$ cat src/rtl/rv_exec_unit.sv
// RV integer execution unit: single-cycle ALU with an optional iterative multiply/divide datapath.
// Define RV_EXEC_MEXT_EN to build the multiply/divide path and op codes 20-26.
module rv_exec_unit #(
    parameter int XLEN = 32,
    parameter int SHW  = $clog2(XLEN)
) (
    input  logic            clk,
    input  logic            rst_n,
    input  logic            in_valid,
    output logic            in_ready,
    input  logic [5:0]      op,
    input  logic [XLEN-1:0] a,
    input  logic [XLEN-1:0] b,
    output logic            out_valid,
    input  logic            out_ready,
    output logic [XLEN-1:0] result,
    output logic            illegal,
    output logic [1:0]      dbg_state
);

    // Handshake: a request transfers on in_valid && in_ready, a result on out_valid && out_ready;
    // result and illegal hold while out_valid is high and out_ready is low.
    typedef enum logic [1:0] {S_IDLE = 2'd0, S_BUSY = 2'd1, S_DONE = 2'd2} state_t;

    localparam logic [5:0] OP_ADD  = 6'd0,  OP_SUB   = 6'd1,  OP_SLL   = 6'd2,  OP_SLT   = 6'd3;
    localparam logic [5:0] OP_SLTU = 6'd4,  OP_XOR   = 6'd5,  OP_SRL   = 6'd6,  OP_SRA   = 6'd7;
    localparam logic [5:0] OP_OR   = 6'd8,  OP_AND   = 6'd9,  OP_ADDI  = 6'd10, OP_SLTI  = 6'd11;
    localparam logic [5:0] OP_SLTIU = 6'd12, OP_XORI = 6'd13, OP_ORI   = 6'd14, OP_ANDI  = 6'd15;
    localparam logic [5:0] OP_BYPASS = 6'd16, OP_JALR = 6'd17, OP_NOP  = 6'd18;

    state_t          state_q, state_d;
    logic [XLEN-1:0] result_q, result_d;
    logic            illegal_q, illegal_d;
    logic [XLEN-1:0] alu_res;
    logic            alu_ill;
    logic [XLEN-1:0] sum;
    logic [SHW-1:0]  shamt;
    logic            accept;

`ifdef RV_EXEC_MEXT_EN
    localparam logic [5:0] OP_MUL = 6'd20, OP_MULH = 6'd21, OP_MULHU = 6'd22;
    localparam logic [5:0] OP_DIV = 6'd23, OP_DIVU = 6'd24, OP_REM  = 6'd25, OP_REMU = 6'd26;
    localparam int CW = SHW + 1;
    localparam logic [CW-1:0] MUL_LAST = CW'(XLEN - 1);
    localparam logic [CW-1:0] DIV_FIX  = CW'(XLEN);

    logic [5:0]      op_q, op_d;
    logic [CW-1:0]   cnt_q, cnt_d;
    logic [XLEN-1:0] hi_q, hi_d, lo_q, lo_d, opa_q, opa_d, opb_q, opb_d;
    logic            qneg_q, qneg_d, rneg_q, rneg_d;
    logic            is_mext, mul_busy, in_signed;
    logic [XLEN-1:0] madd_in, rem_sub, mhi;
    logic [XLEN:0]   madd, rem_sh;
`endif

    always_comb begin
        alu_res = '0;
        alu_ill = 1'b0;
        shamt   = b[SHW-1:0];
        sum     = a + b;
        case (op)
            OP_ADD, OP_ADDI:   alu_res = sum;
            OP_SUB:            alu_res = a - b;
            OP_SLL:            alu_res = a << shamt;
            OP_SLT, OP_SLTI:   alu_res = {{(XLEN-1){1'b0}}, ($signed(a) < $signed(b))};
            OP_SLTU, OP_SLTIU: alu_res = {{(XLEN-1){1'b0}}, (a < b)};
            OP_XOR, OP_XORI:   alu_res = a ^ b;
            OP_SRL:            alu_res = a >> shamt;
            OP_SRA:            alu_res = $unsigned($signed(a) >>> shamt);
            OP_OR, OP_ORI:     alu_res = a | b;
            OP_AND, OP_ANDI:   alu_res = a & b;
            OP_BYPASS:         alu_res = b;
            OP_JALR:           alu_res = {sum[XLEN-1:1], 1'b0};
            OP_NOP:            alu_res = '0;
            default:           alu_ill = 1'b1;
        endcase
    end

    always_comb begin
        in_ready  = (state_q == S_IDLE) || ((state_q == S_DONE) && out_ready);
        accept    = in_valid && in_ready;
        state_d   = state_q;
        result_d  = result_q;
        illegal_d = illegal_q;
`ifdef RV_EXEC_MEXT_EN
        op_d      = op_q;
        cnt_d     = cnt_q;
        hi_d      = hi_q;
        lo_d      = lo_q;
        opa_d     = opa_q;
        opb_d     = opb_q;
        qneg_d    = qneg_q;
        rneg_d    = rneg_q;
        is_mext   = (op >= OP_MUL) && (op <= OP_REMU);
        mul_busy  = (op_q == OP_MUL) || (op_q == OP_MULH) || (op_q == OP_MULHU);
        in_signed = (op == OP_DIV) || (op == OP_REM);
        madd_in   = lo_q[0] ? opa_q : '0;
        madd      = {1'b0, hi_q} + {1'b0, madd_in};
        rem_sh    = {hi_q, lo_q[XLEN-1]};
        rem_sub   = rem_sh[XLEN-1:0] - opb_q;
        mhi       = '0;
`endif
        if ((state_q == S_DONE) && out_ready) state_d = S_IDLE;
        if (accept) begin
            state_d   = S_DONE;
            result_d  = alu_res;
            illegal_d = alu_ill;
`ifdef RV_EXEC_MEXT_EN
            if (is_mext) begin
                state_d   = S_BUSY;
                result_d  = '0;
                illegal_d = 1'b0;
                op_d      = op;
                cnt_d     = '0;
                hi_d      = '0;
                opa_d     = a;
                // Divide runs on magnitudes; signs are re-applied in the fixup cycle.
                if (op >= OP_DIV) begin
                    lo_d   = (in_signed && a[XLEN-1]) ? -a : a;
                    opb_d  = (in_signed && b[XLEN-1]) ? -b : b;
                    qneg_d = in_signed && (a[XLEN-1] ^ b[XLEN-1]) && (b != '0);
                    rneg_d = in_signed && a[XLEN-1];
                end else begin
                    lo_d   = b;
                    opb_d  = b;
                    qneg_d = 1'b0;
                    rneg_d = 1'b0;
                end
            end
`endif
        end
`ifdef RV_EXEC_MEXT_EN
        if (state_q == S_BUSY) begin
            cnt_d = cnt_q + 1'b1;
            if (mul_busy) begin
                hi_d = madd[XLEN:1];
                lo_d = {madd[0], lo_q[XLEN-1:1]};
                if (cnt_q == MUL_LAST) begin
                    state_d = S_DONE;
                    cnt_d   = '0;
                    // Signed high half = unsigned high half minus the two sign-weighted cross terms.
                    mhi = madd[XLEN:1] - (opa_q[XLEN-1] ? opb_q : '0) - (opb_q[XLEN-1] ? opa_q : '0);
                    case (op_q)
                        OP_MUL:  result_d = lo_d;
                        OP_MULH: result_d = mhi;
                        default: result_d = hi_d;
                    endcase
                end
            end else if (cnt_q == DIV_FIX) begin
                state_d = S_DONE;
                cnt_d   = '0;
                if ((op_q == OP_DIV) || (op_q == OP_DIVU)) result_d = qneg_q ? -lo_q : lo_q;
                else                                        result_d = rneg_q ? -hi_q : hi_q;
            end else if (rem_sh >= {1'b0, opb_q}) begin
                hi_d = rem_sub;
                lo_d = {lo_q[XLEN-2:0], 1'b1};
            end else begin
                hi_d = rem_sh[XLEN-1:0];
                lo_d = {lo_q[XLEN-2:0], 1'b0};
            end
        end
`endif
    end

    always_ff @(posedge clk or negedge rst_n) begin
        if (!rst_n) begin
            state_q   <= S_IDLE;
            result_q  <= '0;
            illegal_q <= 1'b0;
`ifdef RV_EXEC_MEXT_EN
            op_q      <= '0;
            cnt_q     <= '0;
            hi_q      <= '0;
            lo_q      <= '0;
            opa_q     <= '0;
            opb_q     <= '0;
            qneg_q    <= 1'b0;
            rneg_q    <= 1'b0;
`endif
        end else begin
            state_q   <= state_d;
            result_q  <= result_d;
            illegal_q <= illegal_d;
`ifdef RV_EXEC_MEXT_EN
            op_q      <= op_d;
            cnt_q     <= cnt_d;
            hi_q      <= hi_d;
            lo_q      <= lo_d;
            opa_q     <= opa_d;
            opb_q     <= opb_d;
            qneg_q    <= qneg_d;
            rneg_q    <= rneg_d;
`endif
        end
    end

    assign out_valid = (state_q == S_DONE);
    assign result    = result_q;
    assign illegal   = illegal_q;
    assign dbg_state = state_q;

endmodule
$ cat config.mk
export PLATFORM = sky130hd
export DESIGN_NAME = rv_exec_unit
export DESIGN_NICKNAME = d
export VERILOG_FILES = /design/src/rtl/rv_exec_unit.sv
export SDC_FILE = /design/constraint.sdc
export NUM_CORES = 1
export LEC_CHECK = 0
export CORE_ASPECT_RATIO = 0.5
export CORE_MARGIN = 2
export CORE_UTILIZATION = 54
export CTS_CLUSTER_SIZE = 8
export DETAILED_ROUTE_END_ITERATION = 12
export HOLD_SLACK_MARGIN = 0.08
export PLACE_DENSITY_LB_ADDON = 0.08
export SLEW_MARGIN = 20
export SYNTH_ARGS = -nofsm -noshare
export SYNTH_HDL_FRONTEND = slang
export SYNTH_SLANG_ARGS = --single-unit
$ cat constraint.sdc
create_clock -name clk -period 2.1 [get_ports clk]
set_input_delay 0.315 -clock clk [delete_from_list [all_inputs] [get_ports clk]]
set_output_delay 0.315 -clock clk [all_outputs]
set_load 0.01 [all_outputs]
==> results of run 1 <==
[metrics by stage]
step / worst slack (ns) / hold slack, ns / TNS [ns] / utilization [%]
3_3_place_gp: -1.29 / 0.392 / -34.03 / 82.5
2_1_floorplan: -0.979 / 0.0194 / -14.07 / -
3_5_place_dp: -1.45 / 0.397 / -37.28 / 82.5
4_1_cts: -0.496 / 0.0860 / -9.17 / 96.3
[logic make-up after synthesis]
kind of cell    after synthesis  share of synthesized area [%]
compound gates              552                           37.4
simple gates                419                           19.2
buf+inv                     217                           9.26
fa+ha+maj                   100                           12.5
mux                          95                           12.5
flops                        34                           8.39
xor+xnor                      9                          0.777
other cells                   1                         0.0370
[per-layer routing]
layer / GRT overflow / GRT usage [%]
met1: 11 / 88.3
met2: 133 / 101
met3: 15 / 82.5
met4: 100 / 92.9
met5: 5 / 65.7
[what timing repair did]
action	4_1_cts
endpoints found under the hold margin	0
cloned	4
pin swaps	148
endpoints found under the setup margin	32
resized for setup	553
setup buffers	108
hold buffers	0
==> impl_metrics.sql, run 1 <==
INSERT INTO impl_metrics (metric_group, metric, value, unit) VALUES
('placement', 'place.port_buffers', '109', ''),
('outcome', 'run_status', 'stopped before the end', ''),
('grt', 'grt_first_pass_wirelength', '138', 'mm'),
('yosys', 'synth_cell_type_count', '98', ''),
('yosys', 'dominantRegCellSynth', 'dfrtp_1', ''),
('clocking', 'clkSinkCount', '34', ''),
('yosys', 'synth-seq-cells', '34', ''),
('yosys', 'synth_enable_flop_cells', '0', ''),
('yosys', 'post-synth-top-count-cell', 'nor2_1', ''),
('outcome', 'lastStage', 'global routing', ''),
('yosys', 'synth_top_cells_by_count', '168 x nor2_1, 155 x a21oi_1, 108 x nand2_1', ''),
('grt', 'grt_pass1_vias', '21800', ''),
('placement', 'placed_cell_area', '15200', 'um2'),
('placement', 'place.gp.congestion', '1.25', ''),
('yosys', 'post_synth.cell_area_avg', '7.11', 'um2'),
('floorplanning', 'floorplan.die.height', '101', 'um'),
('floorplanning', 'row_count', '35', ''),
('yosys', 'synthesis.yosys.warnings', '0', ''),
('clocking', 'num_cts_buffers', '5', ''),
('outcome', 'error_line', '[ERROR GRT-0116] Global routing finished with congestion. Check the congestion regions in the DRC Viewer.', ''),
('yosys', 'synth_largest_type_area_fraction', '12.1', '%'),
('yosys', 'yosysSeqAreaShare', '8.39', '%'),
('yosys', 'synth.net_count', '1601', ''),
('grt', 'grt_max_degree', '84', ''),
('floorplanning', 'floorplan.initialDensity', '55.1', '%'),
('placement', 'place.detailed.instances', '2174', ''),
('grt', 'globalRoute.totalOverflow', '264', ''),
('clocking', 'cts-root-to-sink-buffers', '2', ''),
('placement', 'dp.final_hpwl', '42.7', 'mm'),
('yosys', 'netlist_area', '10100', 'um2'),
('grt', 'grt_use_total', '90.3', '%'),
('yosys', 'async_flop_share', '100', '%'),
('yosys', 'synth_top_cells_by_area', 'ha_1 12%, dfrtp_1 8.4%, a21oi_1 7.6%', ''),
('floorplanning', 'chipWidth', '198', 'um'),
('clocking', 'cts_max_level', '2', ''),
('floorplanning', 'top_level_ports', '111', ''),
('clocking', 'clock-root-buffer', 'clkbuf_16', ''),
('yosys', 'syn-instance-count', '1427', ''),
('yosys', 'synth.largest_area_cell', 'ha_1', '');
==> run 2: changes to the inputs <==
==> config.mk (replaced) <==
export PLATFORM = sky130hd
export DESIGN_NAME = rv_exec_unit
export DESIGN_NICKNAME = d
export VERILOG_FILES = /design/src/rtl/rv_exec_unit.sv
export SDC_FILE = /design/constraint.sdc
export NUM_CORES = 1
export LEC_CHECK = 0
export CORE_MARGIN = 2
export CORE_UTILIZATION = 40
export DETAILED_ROUTE_END_ITERATION = 12
export PLACE_DENSITY_LB_ADDON = 0.15
export SLEW_MARGIN = 20
export SYNTH_ARGS = -nofsm -noshare
export SYNTH_HDL_FRONTEND = slang
export SYNTH_SLANG_ARGS = --single-unit
==> constraint.sdc (replaced) <==
create_clock -name clk -period 2.7 [get_ports clk]
set_input_delay 0.405 -clock clk [delete_from_list [all_inputs] [get_ports clk]]
set_output_delay 0.405 -clock clk [all_outputs]
set_load 0.01 [all_outputs]
==> impl_metrics.sql, run 2 <==
INSERT INTO impl_metrics (metric_group, metric, value, unit) VALUES
('grt', 'globalRoute.totalOverflow', '0', ''),
('layout', 'layout.nets', '2152', ''),
('yosys', 'synth_top_cells_by_area', 'ha_1 12%, dfrtp_1 8.4%, a21oi_1 7.6%', ''),
('sta', 'worst_slew_pin_tran', '0.660', 'ns'),
('sta', 'skew', '0.00732', 'ns'),
('drt', 'count_of_routing_violations_after_the_opening_detailed_route_iteration', '1894', ''),
('drt', 'avgViaCountPerCell', '6.42', ''),
('yosys', 'syn-instance-count', '1427', ''),
('yosys', 'synthesis.yosys.warnings', '0', ''),
('yosys', 'post-synth-top-count-cell', 'nor2_1', ''),
('layout', 'layout.cells.non_filler', '2310', ''),
('yosys', 'synth_top_cells_by_count', '168 x nor2_1, 155 x a21oi_1, 108 x nand2_1', ''),
('power_and_ir_drop', 'p_leak', '0.00749', 'uW'),
('critical_path', 'critical_path.max_stage_delay', '0.50', 'ns'),
('grt', 'grt_max_degree', '65', ''),
('yosys', 'synth.largest_area_cell', 'ha_1', ''),
('sta', 'slew_headroom', '55.6', '%'),
('drt', 'routed_wire_length_per_instance', '25.9', 'um'),
('placement', 'dp.final_hpwl', '45.8', 'mm'),
('sta', 'report.final.hold_viol_count', '0', ''),
('yosys', 'synth_compound_area_share', '37.4', '%'),
('yosys', 'synth_largest_type_area_fraction', '12.1', '%'),
('grt', 'grt_pass1_vias', '14100', ''),
('hold_path', 'timing.hold.worst.class', 'input pin to async pin', ''),
('sta', 'final_max_tran_viols', '0', ''),
('placement', 'place.gp.congestion', '1.04', ''),
('flow_run', 'max_cap_viol_count', '0', ''),
('drt', 'final_antenna_net_count', '0', ''),
('clocking', 'clock-root-buffer', 'clkbuf_16', ''),
('yosys', 'post_synth_mux_area_share', '12.5', '%'),
('critical_path', 'critPathSlowestCell', 'or4_4', ''),
('floorplanning', 'top_level_ports', '111', ''),
('layout', 'layout_cells_sized_above_1', '43.6', '%'),
('floorplanning', 'floorplan.die_area', '26600', 'um2'),
('layout', 'area_delta_synth_final', '66.5', '%'),
('layout', 'layout.cells.most_common', 'buf_4', ''),
('critical_path', 'cp-start-kind', 'input pin', ''),
('sta', 'worst_setup_margin', '-0.0463', 'ns'),
('yosys', 'synth_top_family_by_area', 'compound AO/OA/AOI/OAI gates', ''),
('clocking', 'clock_insertion_delay_worst_skew', '0.31', 'ns'),
('yosys', 'synth_cell_type_count', '98', ''),
('critical_path', 'critical_path_class', 'input pin to register', ''),
('yosys', 'yosysSeqAreaShare', '8.39', '%'),
('sta', 'grt_setup_unrepaired', 'yes', ''),
('layout', 'mostFrequentLayoutCells', '502 x buf_4, 160 x nor2_1, 130 x a21oi_1', ''),
('clocking', 'cts-root-to-sink-buffers', '2', ''),
('yosys', 'synthAdderAreaFrac', '12.5', '%'),
('sta', 'finalSetupViolCount', '3', ''),
('clocking', 'tritoncts_clock_tree', 'yes', ''),
('floorplanning', 'floorplan.die.height', '163', 'um'),
('yosys', 'post_synth.cell_area_avg', '7.11', 'um2'),
('layout', 'fill_cells', '2188', ''),
('sta', 'achievable-frequency', '364', 'MHz'),
('grt', 'grt_use_total', '43.6', '%'),
('layout', 'largest_register_ffs', '32', ''),
('drt', 'count_of_unresolved_drc_violations_after_routing', '0', ''),
('yosys', 'async_flop_share', '100', '%'),
('grt', 'antenna_found_initial', '1', ''),
('yosys', 'dominantRegCellSynth', 'dfrtp_1', ''),
('yosys', 'synth_enable_flop_cells', '0', ''),
('sta', 'hold_ws', '0.0687', 'ns'),
('floorplanning', 'core-area', '25000', 'um2'),
('sta', 'post-route-min-period', '2.75', 'ns'),
('layout', 'final_core_utilization', '67.5', '%'),
('yosys', 'synth_simple_gate_area_share', '19.2', '%'),
('drt', 'drt_pre_antenna_iters', '5', ''),
('critical_path', 'cp_data_required_time', '2.91', 'ns'),
('sta', 'min_period_over_period', '102', '%'),
('critical_path', 'worstPathCellList', 'buf_6, inv_1, ha_2, inv_1, fa_2, a21oi_4, o221a_4, a311oi_2, buf_4, o21ai_4, a21boi_2, or4_4, a221oi_4', ''),
('drt', 'totalWireLength', '59.8', 'mm'),
('placement', 'place.detailed.instances', '2246', ''),
('grt', 'grt_first_pass_wirelength', '87.5', 'mm'),
('yosys', 'synth-seq-cells', '34', ''),
('outcome', 'run_status', 'finished with violations', ''),
('yosys', 'synth.net_count', '1601', ''),
('power_and_ir_drop', 'pd_cells', '285', 'nW/um2'),
('clocking', 'clk_pin_slew_worst_paths', '0.08', 'ns'),
('critical_path', 'crit_top_cell', 'inv_1', ''),
('placement', 'place.port_buffers', '109', ''),
('drt', 'routed-via-count', '14800', ''),
('yosys', 'netlist_area', '10100', 'um2'),
('clocking', 'num_cts_buffers', '5', ''),
('clocking', 'clkSinkCount', '34', ''),
('yosys', 'synth-xor-area-share', '0.777', '%'),
('outcome', 'violations', 'negative setup slack', ''),
('critical_path', 'worstPathArrival', '2.96', 'ns'),
('placement', 'placement.setup.worst_slack', '-0.937', 'ns'),
('critical_path', 'worstPathMaxFanout', '3', ''),
('power_and_ir_drop', 'ir_drop', '230', 'uV'),
('floorplanning', 'floorplan.initialDensity', '40.5', '%'),
('clocking', 'cts_max_level', '2', ''),
('critical_path', 'timing.critical_path.to_type', 'register', ''),
('floorplanning', 'chipWidth', '163', 'um'),
('floorplanning', 'row_count', '58', '');
==> run 2: cell counts after synthesis <==
No cell type changed its count.
==> run 2: layer usage <==
layer / GRT usage (%) / share of wire, %
met5: 0 / 0
met4: 20.2 / 6.0
met1: 57.2 / 39
met2: 68.4 / 43
met3: 9.29 / 12
==> run 2: worst paths after layout <==
kind | startpoint | end | slack [ns] | depth (start not counted)
worst max-delay path | a[0] | result[30] | -0.05 | 13
worst min-delay path | rst_n | result[1] | 0.07 | 1
worst max register to register | dbg_state[1] | result[26] | 0.40 | 9
worst min register to register | result[1] | result[1] | 0.49 | 2
max in group asynchronous | rst_n | result[12] | 1.96 | 2
min in group clk | result[1] | result[1] | 0.49 | 2
==> run 2: power breakdown <==
part / total, uW / switching, uW / internal (uW)
Combinational: 3490 / 1840 / 1650
Sequential: 615 / 41.7 / 573
Clock: 703 / 334 / 369
Total: 4810 / 2210 / 2600
==> run 2: final cells by class <==
class / instances / area, um2 / share of cell area (%)
clock inverters: 2 / 12.5 / 0.0741
repair buffers: 660 / 5490 / 32.5
well taps: 330 / 413 / 2.44
inverters: 101 / 405 / 2.40
clock buffers: 6 / 139 / 0.822
flip-flops and latches: 34 / 851 / 5.04
multi-input cells: 1176 / 9570 / 56.7
diodes: 1 / 2.50 / 0.0148
==> run 2: through the flow <==
stage          area (um2)  setup TNS [ns]  total power, uW
3_5_place_dp        15100          -20.82             3590
4_1_cts             16300          -0.304             4560
5_1_grt             16900          -0.530             5010
6_report            16900         -0.0654             4810
3_3_place_gp        15100          -20.41             3580
2_1_floorplan       10300           -2.29             2030
==> run 2: worst max-delay path, delay by kind of cell <==
family	cells	cell delay [ns]
buf+inv	4	0.40
fa+ha+maj	2	0.55
compound gates	6	1.08
simple gates	1	0.50
==> run 2: logic make-up after synthesis <==
group                      count (synthesis)
AOI/OAI and AO/OA                        552
xor gates and xnor gates                   9
adders and majority gates                100
and+or+nand+nor                          419
muxes                                     95
DFF                                       34
other                                      1
buffers and inverters                    217
==> run 2: timing repair <==
action	in CTS	in global routing
hold buffers	0	0
cloned	0	2
endpoints found under the hold margin	0	0
pin swaps	77	64
gates resized for setup	292	149
setup endpoints to repair	31	28
setup buffers	43	13
Note: power is estimated with default switching activity, not from simulation.
